[config.mk]
export PLATFORM = sky130hd
export DESIGN_NAME = l4_cmd_fifo
export DESIGN_NICKNAME = d
export VERILOG_FILES = /design/src/rtl/l4_cmd_fifo.sv
export SDC_FILE = /design/constraint.sdc
export NUM_CORES = 1
export LEC_CHECK = 0
export CORE_ASPECT_RATIO = 1.25
export CORE_UTILIZATION = 35
export CTS_BUF_LIST = sky130_fd_sc_hd__clkbuf_16
export DETAILED_ROUTE_END_ITERATION = 16
export SLEW_MARGIN = 20
export SYNTH_ARGS = -nofsm -noshare
export SYNTH_HDL_FRONTEND = slang
export SYNTH_SLANG_ARGS = --single-unit
[constraint.sdc]
create_clock -name clk -period 3.9 [get_ports clk]
set_input_delay 0.585 -clock clk [delete_from_list [all_inputs] [get_ports clk]]
set_output_delay 0.585 -clock clk [all_outputs]
set_load 0.05 [all_outputs]
[src/rtl/l4_cmd_fifo.sv]
// First-word-fall-through command queue feeding the routing accelerator's control FSM.
// Optional registered almost-full flag is built when L4_CMD_FIFO_AFULL_EN is defined.
module l4_cmd_fifo #(
    parameter int WIDTH     = 32,
    parameter int ABITS     = 4,
    parameter int AF_MARGIN = 2
) (
    input  logic             clk,
    input  logic             resetn,
    input  logic             host_wr,
    input  logic [WIDTH-1:0] host_data,
    output logic             host_full,
    output logic             host_afull,
    input  logic             flush,
    output logic             cmd_empty,
    output logic [WIDTH-1:0] cmd_data,
    input  logic             cmd_rd,
    output logic [ABITS:0]   level,
    output logic             overflow,
    output logic             underflow
);

    localparam int             DEPTH   = 2 ** ABITS;
    localparam logic [ABITS:0] L_DEPTH = (ABITS + 1)'(DEPTH);

    logic [WIDTH-1:0] r_mem [DEPTH];
    logic [ABITS-1:0] r_wr_ptr;
    logic [ABITS-1:0] r_rd_ptr;
    logic [ABITS:0]   r_level;
    logic             r_overflow;
    logic             r_underflow;

    logic             w_we;
    logic             w_re;
    logic [ABITS:0]   w_level_nxt;

    assign cmd_empty = (r_level == '0);
    assign host_full = (r_level == L_DEPTH);
    assign level     = r_level;
    assign overflow  = r_overflow;
    assign underflow = r_underflow;

    assign w_we = host_wr & ~host_full & ~flush;
    assign w_re = cmd_rd & ~cmd_empty & ~flush;

    // Head word is shown combinationally; zero when nothing is queued.
    assign cmd_data = cmd_empty ? '0 : r_mem[r_rd_ptr];

    always_comb begin
        w_level_nxt = r_level;
        if (flush)
            w_level_nxt = '0;
        else if (w_we && !w_re)
            w_level_nxt = r_level + 1'b1;
        else if (w_re && !w_we)
            w_level_nxt = r_level - 1'b1;
    end

    // Storage is deliberately left out of reset.
    always_ff @(posedge clk) begin
        if (w_we)
            r_mem[r_wr_ptr] <= host_data;
    end

    always_ff @(posedge clk or negedge resetn) begin
        if (!resetn) begin
            r_wr_ptr    <= '0;
            r_rd_ptr    <= '0;
            r_level     <= '0;
            r_overflow  <= 1'b0;
            r_underflow <= 1'b0;
        end else if (flush) begin
            r_wr_ptr    <= '0;
            r_rd_ptr    <= '0;
            r_level     <= '0;
            r_overflow  <= 1'b0;
            r_underflow <= 1'b0;
        end else begin
            r_level <= w_level_nxt;
            if (w_we)
                r_wr_ptr <= r_wr_ptr + 1'b1;
            if (w_re)
                r_rd_ptr <= r_rd_ptr + 1'b1;
            if (host_wr && host_full)
                r_overflow <= 1'b1;
            if (cmd_rd && cmd_empty)
                r_underflow <= 1'b1;
        end
    end

`ifdef L4_CMD_FIFO_AFULL_EN
    localparam logic [ABITS:0] L_AF_THRESH = (ABITS + 1)'(DEPTH - AF_MARGIN);

    logic r_afull;

    // Computed from the next level so the flag moves in the same cycle as level.
    always_ff @(posedge clk or negedge resetn) begin
        if (!resetn)
            r_afull <= 1'b0;
        else
            r_afull <= (w_level_nxt >= L_AF_THRESH);
    end

    assign host_afull = r_afull;
`else
    assign host_afull = 1'b0;
`endif

endmodule

==> results by stage <==
Floorplan:
- The die covers 59340 um2.
- The vertical die dimension is 272.1 um.
- The chip width is 218.1 um.
- In this run the standard cell core region covers 57390 um2.
- The cell row count is 98.
- The initial utilization of the core area, before any placement, comes to 0.3559.
- During I/O placement, the number of pins put on the boundary was 79.

Critical path:
- STA classifies the critical path startpoint as a flop.
- At the worst endpoint, the arrival time is 3.09 ns.
- STA classifies the critical path endpoint as an output port.
- The critical setup path kind is reg -> out.
- The highest net fanout along the worst path is 32.
- In this run the worst setup path begins at level[1].
- The endpoint of the lowest-slack register-to-register path is r_mem[4][23].
- The worst register-to-register path has a setup slack of 0.92 ns.
- Counting cells, the worst reg-to-reg path comes to 5.
- The startpoint identified for the worst register-to-register timing path is level[0].
- At the worst endpoint, the required time is 3.31 ns.

Detailed routing:
- The first TritonRoute pass finished after 5 iterations.
- After detailed routing, the number of remaining DRC violations is 0.
- The via count normalized by instance count is 5.150.
- Summed over all layers, the routed wires come to 44540 um.
- After detailed routing, the average wire length per cell comes to 24.53 um.
- The via count is 9353.
- The count of antenna-violating nets left after detailed routing is 0.
- After the first detailed-routing iteration, the DRC count stood at 769.

Logic synthesis:
- The cell area that synthesis handed to floorplanning was 20430 um2.
- Of the post-synthesis cell area, the dominant cell type holds 0.7527.
- For this run, the leading register cell type out of synthesis is edfxtp_1.
- The register area share after synthesis is 0.7711.
- The number of warnings printed during yosys synthesis is 0.
- In this run the mean area of a mapped cell was 22.47 um2.
- The number of distinct library cells after synthesis is 39.
- The total nets after synthesis is 956.
- Synthesis handed over a netlist of 909 instances.
- In this run, synthesis produced a sequential element count of 527.
- In the post-synthesis netlist, the biggest area contributors are edfxtp_1 75%, mux4_2 14%, dfrtp_1 1.8%, mux2i_1 1.8%, a221o_1 1.6%.
- The number of enable flip-flop cells after synthesis is 512.
- The synthesized-area fraction occupied by xor and xnor cells is 0.003002.
- Of the total synthesized cell area, the portion taken by full adders, half adders and majority gates is 0.006493.
- The compound-cell area share of the yosys netlist is 0.02101.
- In the synthesized netlist the async set-or-reset flop fraction comes to 0.02846.
- Of the total synthesized cell area, the portion taken by AND, OR, NAND and NOR gates is 0.02132.
- The share of cell area taken by muxes after synthesis is 0.1610.
- After synthesis, the largest family of logic cells by area is multiplexers.
- The top cell type by total area after synthesis is edfxtp_1.

Timing:
- The final worst-path setup slack is 0.2269 ns.
- The minimum period implied by the final worst setup slack is 3.673 ns.
- The total of endpoints with negative setup slack in the final report is 0.
- Setup repair after global routing left no endpoint under its margin.
- The final count of pins violating max slew was 0.
- For the pin with the worst max-slew slack, the measured transition is 0.9399 ns.
- The remaining max-slew budget at the tightest pin is 0.3696.
- Between clock sinks in the finished design, the worst skew comes to 0.02679 ns.
- Dividing the final minimum period by the clock period gives 0.9418.
- The fmax is 0.2722 GHz.
- The total count of hold-check failures in the final report was 0.
- Adding up every negative setup slack in the final design gives 0 ns.

Clock network:
- The number of cells upsized or downsized after cts is 0.
- TritonCTS built the clock tree.
- Clock-pin slew was measured on the worst setup and hold paths at 0.07 ns.
- After clock tree synthesis, the flow added hold-fix buffers numbering 0.
- The deepest clock path buffer count is 3.
- Once the clock tree was built, the setup fixing pass inserted 0 buffers.
- The clock drives 527 sinks.
- The clock buffer count from CTS is 50.
- The cell sitting at the root of the clock tree is a clkbuf_16.
- The maximum level of the CTS H-tree is 2.
- The later-pin clock latency in the skew report is 0.60 ns.

Power:
- The leakage power summed over all cells is 7.435 nW.
- Dividing total power by cell area gives a power density of 612.8 nW/um2.
- The worst-case IR drop observed on VDD is 0.3426 mV.

GRT:
- The number of global-route vias before repair is 9962.
- The initial antenna violation count is 2.
- Entering global routing, the biggest net connects 48 pins.
- Across every metal layer, demand over resource in global routing totals 0.1526.
- The global-route wire length before repair is 65790 um.
- The remaining global-route overflow is 0.

Final layout:
- The final net count is 1074.
- Compared with the post-synthesis result, the final layout area differs by 17.34%.
- Fill cells in the final layout number 5026.
- Across the whole layout, storage elements account for 15760 um2.
- Summing all multi-input logic gate instances after layout gives 4486 um2.
- The fraction of layout cells with a size suffix above 1 is 0.2836.

Place:
- Buffers placed on the I/O ports in this run total 77.
- The pre-CTS setup slack is 0.3604 ns.
- The HPWL after detailed placement is 24740 um.
- The congestion estimate from routability-driven global placement came to 0.7358.

Run status:
- The flow ran to the end, and the final reports show no timing, DRC or antenna violations.

Min path:
- The path type of the worst min-delay path is in -> async.

Flow run:
- The number of maximum-capacitance constraint violations is 0.
==> placed cells by master (no fill, tap or decap), types with 2 or more instances in the layout <==
master           count
clkinv_2            15
ha_1                 9
a221o_1             32
nand2_1              9
buf_12              15
inv_6                2
clkdlybuf4s50_1     45
inv_1                8
o211ai_1             4
edfxtp_1           512
clkbuf_16           50
clkinv_1            13
bufinv_16            5
nor2_1              49
nand4_1              2
a21oi_1              7
mux4_2             128
and3_1               2
xor2_1               4
mux2i_1             36
xnor2_1              3
a211oi_1             2
buf_4               56
dfrtp_1             12
nand3_1              4
mux2_2               4
dfrtp_4              2
nand2b_1             2
nor3_4               4
nor2_4              13
==> critical path, stage by stage, from the launching register on <==
cell and delay, ns:
dfrtp_1 0.46, nor4_2 0.58, a21o_1 0.20, buf_4 0.50
nor2_1 0.21, a221o_1 0.33, buf_4 0.20
==> where the power goes <==
group	switching (mW)	internal, mW	leakage, nW
combinational	2.13	1.38	1.83
sequential	0.121	6.32	4.81
clock	2.06	2.67	0.802
total	4.31	10.4	7.44
==> Yosys cell counts, drive strengths merged (5+ instances only) <==
cell and number:
dfrtp 15, nand2 9, mux4 128, mux2i 36
ha 9, a221o 32, buf 39, edfxtp 512
inv 5, a21oi 8, clkbuf 11, nor2 63
==> state kept, by name (all words and copies together) (netlist names) <==
signal,cells
r_rd_ptr,4
underflow,1
overflow,1
r_mem,512
level,5
r_wr_ptr,4
==> metrics by stage <==
| step | instances | instance area, um2 | util | hold slack, ns | power, mW |
|---|---|---|---|---|---|
| global placement | 1725 | 22370 | 0.3899 | 0.4835 | 10.14 |
| CTS | 1815 | 23960 | 0.4176 | 0.4315 | 14.88 |
| finish | 1816 | 23970 | 0.4176 | 0.4495 | 14.69 |
| global route | 1816 | 23970 | 0.4176 | 0.4764 | 15.23 |
| detailed placement | 1725 | 22370 | 0.3899 | 0.4910 | 10.15 |
| floorplan | 909 | 20450 | - | 0.2894 | 9.063 |
==> worst max-delay path by stage <==
stage	end
final	cmd_data[30]
after global routing	cmd_data[30]
after global placement	r_mem[12][15]
after CTS	cmd_data[8]
after floorplan	r_mem[12][0]
after detailed placement	r_mem[4][9]
==> kinds of logic after synthesis <==
| family | count (synthesis) |
|---|---|
| other | 1 |
| XOR/XNOR | 7 |
| buffers and inverters | 55 |
| AND/OR/NAND/NOR | 92 |
| multiplexers | 168 |
| adder cells (fa/ha/maj) | 10 |
| flip-flops | 527 |
| AO/OA/AOI/OAI | 49 |
==> area by class of cell <==
class                   instances  share of cell area
well taps                     750             0.03915
diodes                          1           0.0001044
repair buffers                116             0.04886
flip-flops and latches        527              0.6575
clock buffers                  50             0.05221
multi-input cells             327              0.1872
inverters                       5           0.0007831
clock inverters                40             0.01420
==> layer usage <==
layer	track usage	wire (um)
met5	0	14
met4	0.04398	821
met3	0.02446	1678
met2	0.2636	23300
met1	0.1979	18730
Note: power is estimated with default switching activity, not from simulation.
